--- src/rtl/dmem_arbiter.sv ---
// -----------------------------------------------------------------------------
// dmem_arbiter
// Shares the single-port data memory between the pipeline MEM stage (CPU port)
// and the CNN accelerator burst port. The CPU has fixed priority and sees the
// memory as a combinational pass-through. The accelerator is granted word
// bursts of up to BURST_MAX beats, either when the CPU is idle or once its
// request has waited STARVE_LIMIT cycles.
//
// Ports
//   clk, reset                 system clock, synchronous active-high reset
//   cpu_memread/cpu_memwrite   MEM-stage load/store strobes
//   cpu_address/cpu_writedata  MEM-stage byte address and store data
//   cpu_readdata               load data, 0 unless a load is served this cycle
//   cpu_stall                  CPU access not performed this cycle
//   acc_req/acc_write          burst request and direction (held until acc_gnt)
//   acc_addr/acc_len           burst start byte address and beat count
//   acc_gnt                    one-cycle pulse, request fields latched
//   acc_wdata/acc_wready       write-beat data and its consume strobe
//   acc_rdata/acc_rvalid       registered read-beat data and valid
//   acc_done                   one-cycle pulse after the last beat
//   mem_*                      data memory pins, owned by this block
// -----------------------------------------------------------------------------
module dmem_arbiter #(
    parameter int ADDR_W       = 32,
    parameter int DATA_W       = 32,
    parameter int BURST_MAX    = 16,
    parameter int STARVE_LIMIT = 8
) (
    input  logic              clk,
    input  logic              reset,
    input  logic              cpu_memread,
    input  logic              cpu_memwrite,
    input  logic [ADDR_W-1:0] cpu_address,
    input  logic [DATA_W-1:0] cpu_writedata,
    output logic [DATA_W-1:0] cpu_readdata,
    output logic              cpu_stall,
    input  logic              acc_req,
    input  logic              acc_write,
    input  logic [ADDR_W-1:0] acc_addr,
    input  logic [4:0]        acc_len,
    output logic              acc_gnt,
    input  logic [DATA_W-1:0] acc_wdata,
    output logic              acc_wready,
    output logic [DATA_W-1:0] acc_rdata,
    output logic              acc_rvalid,
    output logic              acc_done,
    output logic [ADDR_W-1:0] mem_address,
    output logic [DATA_W-1:0] mem_writedata,
    output logic              mem_memread,
    output logic              mem_memwrite,
    input  logic [DATA_W-1:0] mem_readdata
);

    // Wide enough to hold STARVE_LIMIT itself; the counter saturates there.
    localparam int WAIT_W = $clog2(STARVE_LIMIT + 2);

    typedef enum logic [0:0] {
        ST_IDLE  = 1'b0,
        ST_BURST = 1'b1
    } state_t;

    state_t              state_r;
    state_t              state_next_s;
    logic [ADDR_W-1:0]   base_r;
    logic [4:0]          len_r;
    logic                write_r;
    logic [4:0]          beat_cnt_r;
    logic [WAIT_W-1:0]   wait_cnt_r;
    logic                done_r;
    logic                rvalid_r;
    logic [DATA_W-1:0]   rdata_r;

    logic                cpu_req_s;
    logic                starved_s;
    logic                grant_s;
    logic [4:0]          len_clamp_s;
    logic                last_beat_s;
    logic [ADDR_W-1:0]   burst_addr_s;

    assign cpu_req_s    = cpu_memread | cpu_memwrite;
    assign starved_s    = (wait_cnt_r >= WAIT_W'(STARVE_LIMIT));
    // Grants are only issued from IDLE and never while reset is held.
    assign grant_s      = (state_r == ST_IDLE) & acc_req & (~cpu_req_s | starved_s) & ~reset;
    assign len_clamp_s  = (acc_len > 5'(BURST_MAX)) ? 5'(BURST_MAX) : acc_len;
    assign last_beat_s  = (beat_cnt_r == (len_r - 5'd1));
    // Beat stride is one word; the add wraps naturally at the address width.
    assign burst_addr_s = base_r + ADDR_W'({beat_cnt_r, 2'b00});

    assign acc_done   = done_r;
    assign acc_rvalid = rvalid_r;
    assign acc_rdata  = rdata_r;

    // State register.
    always_ff @(posedge clk) begin
        if (reset) begin
            state_r <= ST_IDLE;
        end else begin
            state_r <= state_next_s;
        end
    end

    // Next-state logic: a null burst is granted but never leaves IDLE.
    always_comb begin
        state_next_s = state_r;
        case (state_r)
            ST_IDLE: begin
                if (grant_s && (len_clamp_s != 5'd0)) begin
                    state_next_s = ST_BURST;
                end else begin
                    state_next_s = ST_IDLE;
                end
            end
            ST_BURST: begin
                if (last_beat_s) begin
                    state_next_s = ST_IDLE;
                end else begin
                    state_next_s = ST_BURST;
                end
            end
            default: state_next_s = ST_IDLE;
        endcase
    end

    // Burst bookkeeping, starvation counter and registered accelerator outputs.
    always_ff @(posedge clk) begin
        if (reset) begin
            base_r     <= '0;
            len_r      <= 5'd0;
            write_r    <= 1'b0;
            beat_cnt_r <= 5'd0;
            wait_cnt_r <= '0;
            done_r     <= 1'b0;
            rvalid_r   <= 1'b0;
            rdata_r    <= '0;
        end else begin
            done_r   <= 1'b0;
            rvalid_r <= 1'b0;
            if (grant_s) begin
                base_r     <= acc_addr;
                len_r      <= len_clamp_s;
                write_r    <= acc_write;
                beat_cnt_r <= 5'd0;
                wait_cnt_r <= '0;
                if (len_clamp_s == 5'd0) begin
                    done_r <= 1'b1;
                end
            end else if ((state_r == ST_IDLE) && acc_req && !starved_s) begin
                wait_cnt_r <= wait_cnt_r + WAIT_W'(1);
            end
            if (state_r == ST_BURST) begin
                if (last_beat_s) begin
                    beat_cnt_r <= 5'd0;
                    done_r     <= 1'b1;
                end else begin
                    beat_cnt_r <= beat_cnt_r + 5'd1;
                end
                if (!write_r) begin
                    rdata_r  <= mem_readdata;
                    rvalid_r <= 1'b1;
                end
            end
        end
    end

    // Memory pin mux and CPU-side handshake; reset silences every strobe at once.
    always_comb begin
        mem_address   = cpu_address;
        mem_writedata = cpu_writedata;
        mem_memread   = 1'b0;
        mem_memwrite  = 1'b0;
        cpu_readdata  = '0;
        cpu_stall     = 1'b0;
        acc_gnt       = 1'b0;
        acc_wready    = 1'b0;
        if (reset) begin
            mem_memread  = 1'b0;
            mem_memwrite = 1'b0;
        end else begin
            case (state_r)
                ST_IDLE: begin
                    mem_memread  = cpu_memread;
                    mem_memwrite = cpu_memwrite;
                    cpu_readdata = cpu_memread ? mem_readdata : '0;
                    acc_gnt      = grant_s;
                end
                ST_BURST: begin
                    mem_address   = burst_addr_s;
                    mem_writedata = acc_wdata;
                    mem_memread   = ~write_r;
                    mem_memwrite  = write_r;
                    cpu_stall     = cpu_req_s;
                    acc_wready    = write_r;
                end
                default: begin
                    mem_memread  = 1'b0;
                    mem_memwrite = 1'b0;
                end
            endcase
        end
    end

endmodule
--- config.mk ---
export PLATFORM = sky130hd
export DESIGN_NAME = dmem_arbiter
export DESIGN_NICKNAME = d
export VERILOG_FILES = /design/src/rtl/dmem_arbiter.sv
export SDC_FILE = /design/constraint.sdc
export NUM_CORES = 1
export LEC_CHECK = 0
export BUFFER_PORTS_ARGS = -buffer_cell sky130_fd_sc_hd__clkbuf_2
export CAP_MARGIN = 5
export CORE_AREA = 2 2 117 119
export CTS_BUF_LIST = sky130_fd_sc_hd__clkbuf_8
export DETAILED_ROUTE_END_ITERATION = 16
export DIE_AREA = 0 0 119 121
export PLACE_DENSITY_LB_ADDON = 0.08
export SYNTH_ARGS = -nofsm -noshare
export SYNTH_HDL_FRONTEND = slang
export SYNTH_SLANG_ARGS = --single-unit
--- constraint.sdc ---
create_clock -name clk -period 3.1 [get_ports clk]
set_input_delay 0.62 -clock clk [delete_from_list [all_inputs] [get_ports clk]]
set_output_delay 0.62 -clock clk [all_outputs]
set_load 0.01 [all_outputs]
==> out/qor.csv <==
stage,metric,value,unit
power_and_ir_drop,P_int,1695,uW
final_layout,Syn-to-layout area delta,43.44,%
yosys,share of the synthesized area in the top cell type,0.3442,
power_and_ir_drop,part of the power in the clock network,0.328,
global_route,GRT busiest layer,met2,
sta,Final Hold Fails,0,
clock_network,H-tree depth,3,
final_layout,share of layout cells above drive strength 1,0.3683,
place,routability cong.,0.8051,
sta,TNS Setup,0,ns
clock_network,Hold Buf Count CTS,0,
yosys,Seq cells post-synth,82,
sta,headroom to the max-slew limit,0.5975,
global_route,first-pass GRT wire length,25090,um
sta,Setup-failing EPs final,0,
floorplanning,Core ar.,13090,um^2
sta,final setup margin,0.06651,ns
setup_path,critical path type,flip-flop to output port,
place,placed cell area,6481,um^2
sta,fmax,329.7,MHz
sta,"Slew Viols, Final",0,
floorplanning,Chip Width,119,um
routing,Routed WL,16140,um
final_layout,number of inserted diodes,0,
global_route,met3 Use GR,0.06438,
yosys,Post-Syn Nets,896,
clock_network,CTS Sinks,82,
yosys,asr flop ratio synth,0,
power_and_ir_drop,Reg power frac,0.465,
setup_path,worst path arrival time,2.41,ns
yosys,synth cell count leaders,"nand2_1 (276), dfxtp_1 (82), a21oi_1 (75)",
yosys,post-synthesis sequential area ratio,0.3442,
routing,Remaining DRCs,0,
setup_path,Critical R2R Launch,state_r,
global_route,initial antenna violation count,0,
routing,vias,5627,
yosys,"count leader, synth",nand2_1,
global_route,vias in the first global route,5027,
place,HPWL Detailed,12300,um
setup_path,CP Capture Type,output port,
yosys,Avg Inst Size Synth,6.671,um^2
global_route,GRT Total Usage,0.2174,
final_layout,# fillers,1408,
power_and_ir_drop,P per Cell Area,353.0,nW/um^2
sta,period utilization,0.9785,
setup_path,Crit path largest cell delay,0.37,ns
clock_network,CTS Buf Count,9,
yosys,ys flop type,dfxtp_1,
min_path,worst hold stages,2,
routing,DR iter-0 viols,205,
sta,RSZ-0062 raised after global routing,true,
routing,ANT nets after route,0,
global_route,Congestion Overflow GR,0,
global_route,met1 Resource Use GR,0.2501,
floorplanning,Ports,306,
clock_network,CTS tree,done,
setup_path,Worst Setup SP,beat_cnt_r[0],
final_layout,finished layout cell area,6842,um^2
setup_path,Startpoint Class,flip-flop,
yosys,post-synth top area cell,dfxtp_1,
power_and_ir_drop,part of the power in combinational logic,0.207,
final_layout,fin nets,1178,
place,Port Buffers,305,
sta,clk_skew,0.01076,ns
setup_path,CP Max Fanout,6,
clock_network,clk buf depth,2,
setup_path,CP cell instances,ha_4 > fa_2 > a21o_1 > buf_6 > a211o_4 > nand4_1 > xor2_1 > o21ai_1 > buf_2,
sta,Period minus WS final,3.033,ns
clock_network,worst-skew pair later-pin latency,0.36,ns
min_path,Hold Startpoint,acc_rdata[16],
clock_network,Worst-path clk slew,0.09,ns
job,Max Cap Viol,0,
run_status,status,"complete, no violations",
yosys,synthesized area,4770,um^2
yosys,"EDFF count, synth",0,
setup_path,r2r worst-path depth,5,
power_and_ir_drop,sw frac,0.2979,
yosys,Ys Warns,0,
routing,drt first pass iters,7,
floorplanning,Initial Util,0.3645,
power_and_ir_drop,leakage,0.003269,uW
floorplanning,Die H,121,um
power_and_ir_drop,Worst IR Drop VDD,0.1856,mV
yosys,post-synth cell types,45,
yosys,largest cells by area after synthesis,"dfxtp_1 (34%), nand2_1 (22%), a21oi_1 (7.9%), and2_1 (4.6%), clkbuf_1 (3.6%)",
routing,DR WL/cell,13.70,um
final_layout,area of the multi-input gates,3070,um^2
setup_path,Critical Path RT,2.48,ns
yosys,Cells after Synth,715,
final_layout,Storage cell area,1657,um^2
final_layout,Util after Layout,0.5229,
routing,vias per inst,4.777,
power_and_ir_drop,switching pwr,719.5,uW
min_path,HP Class,flip-flop to flip-flop,
global_route,largest net degree at the start of global routing,82,
floorplanning,num rows,42,
setup_path,"Max stage delay cell, worst path",a211o_4,
sta,worst slew pin tran,0.6031,ns
place,Place WS,0.2571,ns
clock_network,root buffer cell,clkbuf_8,
global_route,met2 Use GR,0.3915,
floorplanning,Die ar.,14400,um^2
[layer usage]
| metal | routed length [um] | part of all wire |
|---|---|---|
| met3 | 1320 | 0.082 |
| met5 | 0 | 0 |
| met4 | 232 | 0.014 |
| met2 | 8083 | 0.50 |
| met1 | 6508 | 0.40 |
[critical path, delay by kind of cell (launching register included)]
kind / cells / cell delay [ns]
AO/OA/AOI/OAI: 3 / 0.64
XOR/XNOR: 1 / 0.17
adder cells (fa/ha/maj): 2 / 0.50
buffers and inverters: 2 / 0.27
flip-flops: 1 / 0.35
AND/OR/NAND/NOR: 1 / 0.11
[cells in the final DEF (no fill, tap or decap), types with 4 or more instances in the layout]
cell and count:
dfxtp_1 72, inv_1 9, nand3b_1 6, xnor2_1 12
buf_4 11, buf_2 8, xor2_1 16, a31oi_1 8
nand2_1 276, a21oi_1 74, dfxtp_2 9, clkbuf_8 9
and2_1 35, o21ai_0 24, or4_1 4, nand4_1 13
nor3_1 7, ha_1 6, nand3_1 13, nor2_1 24
clkbuf_2 297, o31ai_1 6
[final timing paths]
kind	end	slack, ns
max reg2reg	base_r[11]	1.11
max	mem_address[26]	0.07
min reg2reg	acc_rdata[16]	0.46
min	acc_rdata[16]	0.46
[registers in the layout, indices dropped and copies added, names as in the netlist]
name and cells:
acc_done 1, base_r 32, write_r 1, state_r 1, acc_rdata 32, beat_cnt_r 5, acc_rvalid 1, wait_cnt_r 4
len_r 5
[power by group through the flow]
| stage | clock network (uW) | logic (uW) | registers (uW) |
|---|---|---|---|
| 2_1_floorplan | 0 | 238 | 1150 |
| 3_3_place_gp | 0 | 503 | 1150 |
| 3_5_place_dp | 0 | 503 | 1150 |
| 4_1_cts | 819 | 506 | 1120 |
| 5_1_grt | 869 | 558 | 1130 |
| 6_report | 792 | 499 | 1120 |
[through the flow]
step,hold WS (ns),instances,total power (uW)
2_1_floorplan,0.4366,715,1385
3_5_place_dp,0.4465,1160,1650
6_report,0.4557,1178,2415
3_3_place_gp,0.4414,1160,1648
5_1_grt,0.4497,1178,2558
4_1_cts,0.4554,1177,2448
[logic make-up after synthesis]
group,share of synthesized area
AOI/OAI and AO/OA,0.1535
xor gates and xnor gates,0.05325
adders and majority gates,0.02781
buffers and inverters,0.04486
DFF,0.3442
muxes,0.004197
and+or+nand+nor,0.3722
[area by class of cell]
class / count / share of cell area
Multi-Input combinational cell: 576 / 0.4488
Inverter: 9 / 0.004938
Timing Repair Buffer: 319 / 0.2427
Clock buffer: 9 / 0.01811
Clock inverter: 7 / 0.01116
Sequential cell: 82 / 0.2421
Tap cell: 176 / 0.03219
[repair_timing]
item | in CTS | in global routing
resized for setup | 9 | 33
endpoints found under the setup margin | 8 | 16
pin swaps | 3 | 10
setup buffers | 1 | 2
(Power assumes the default switching activity.)
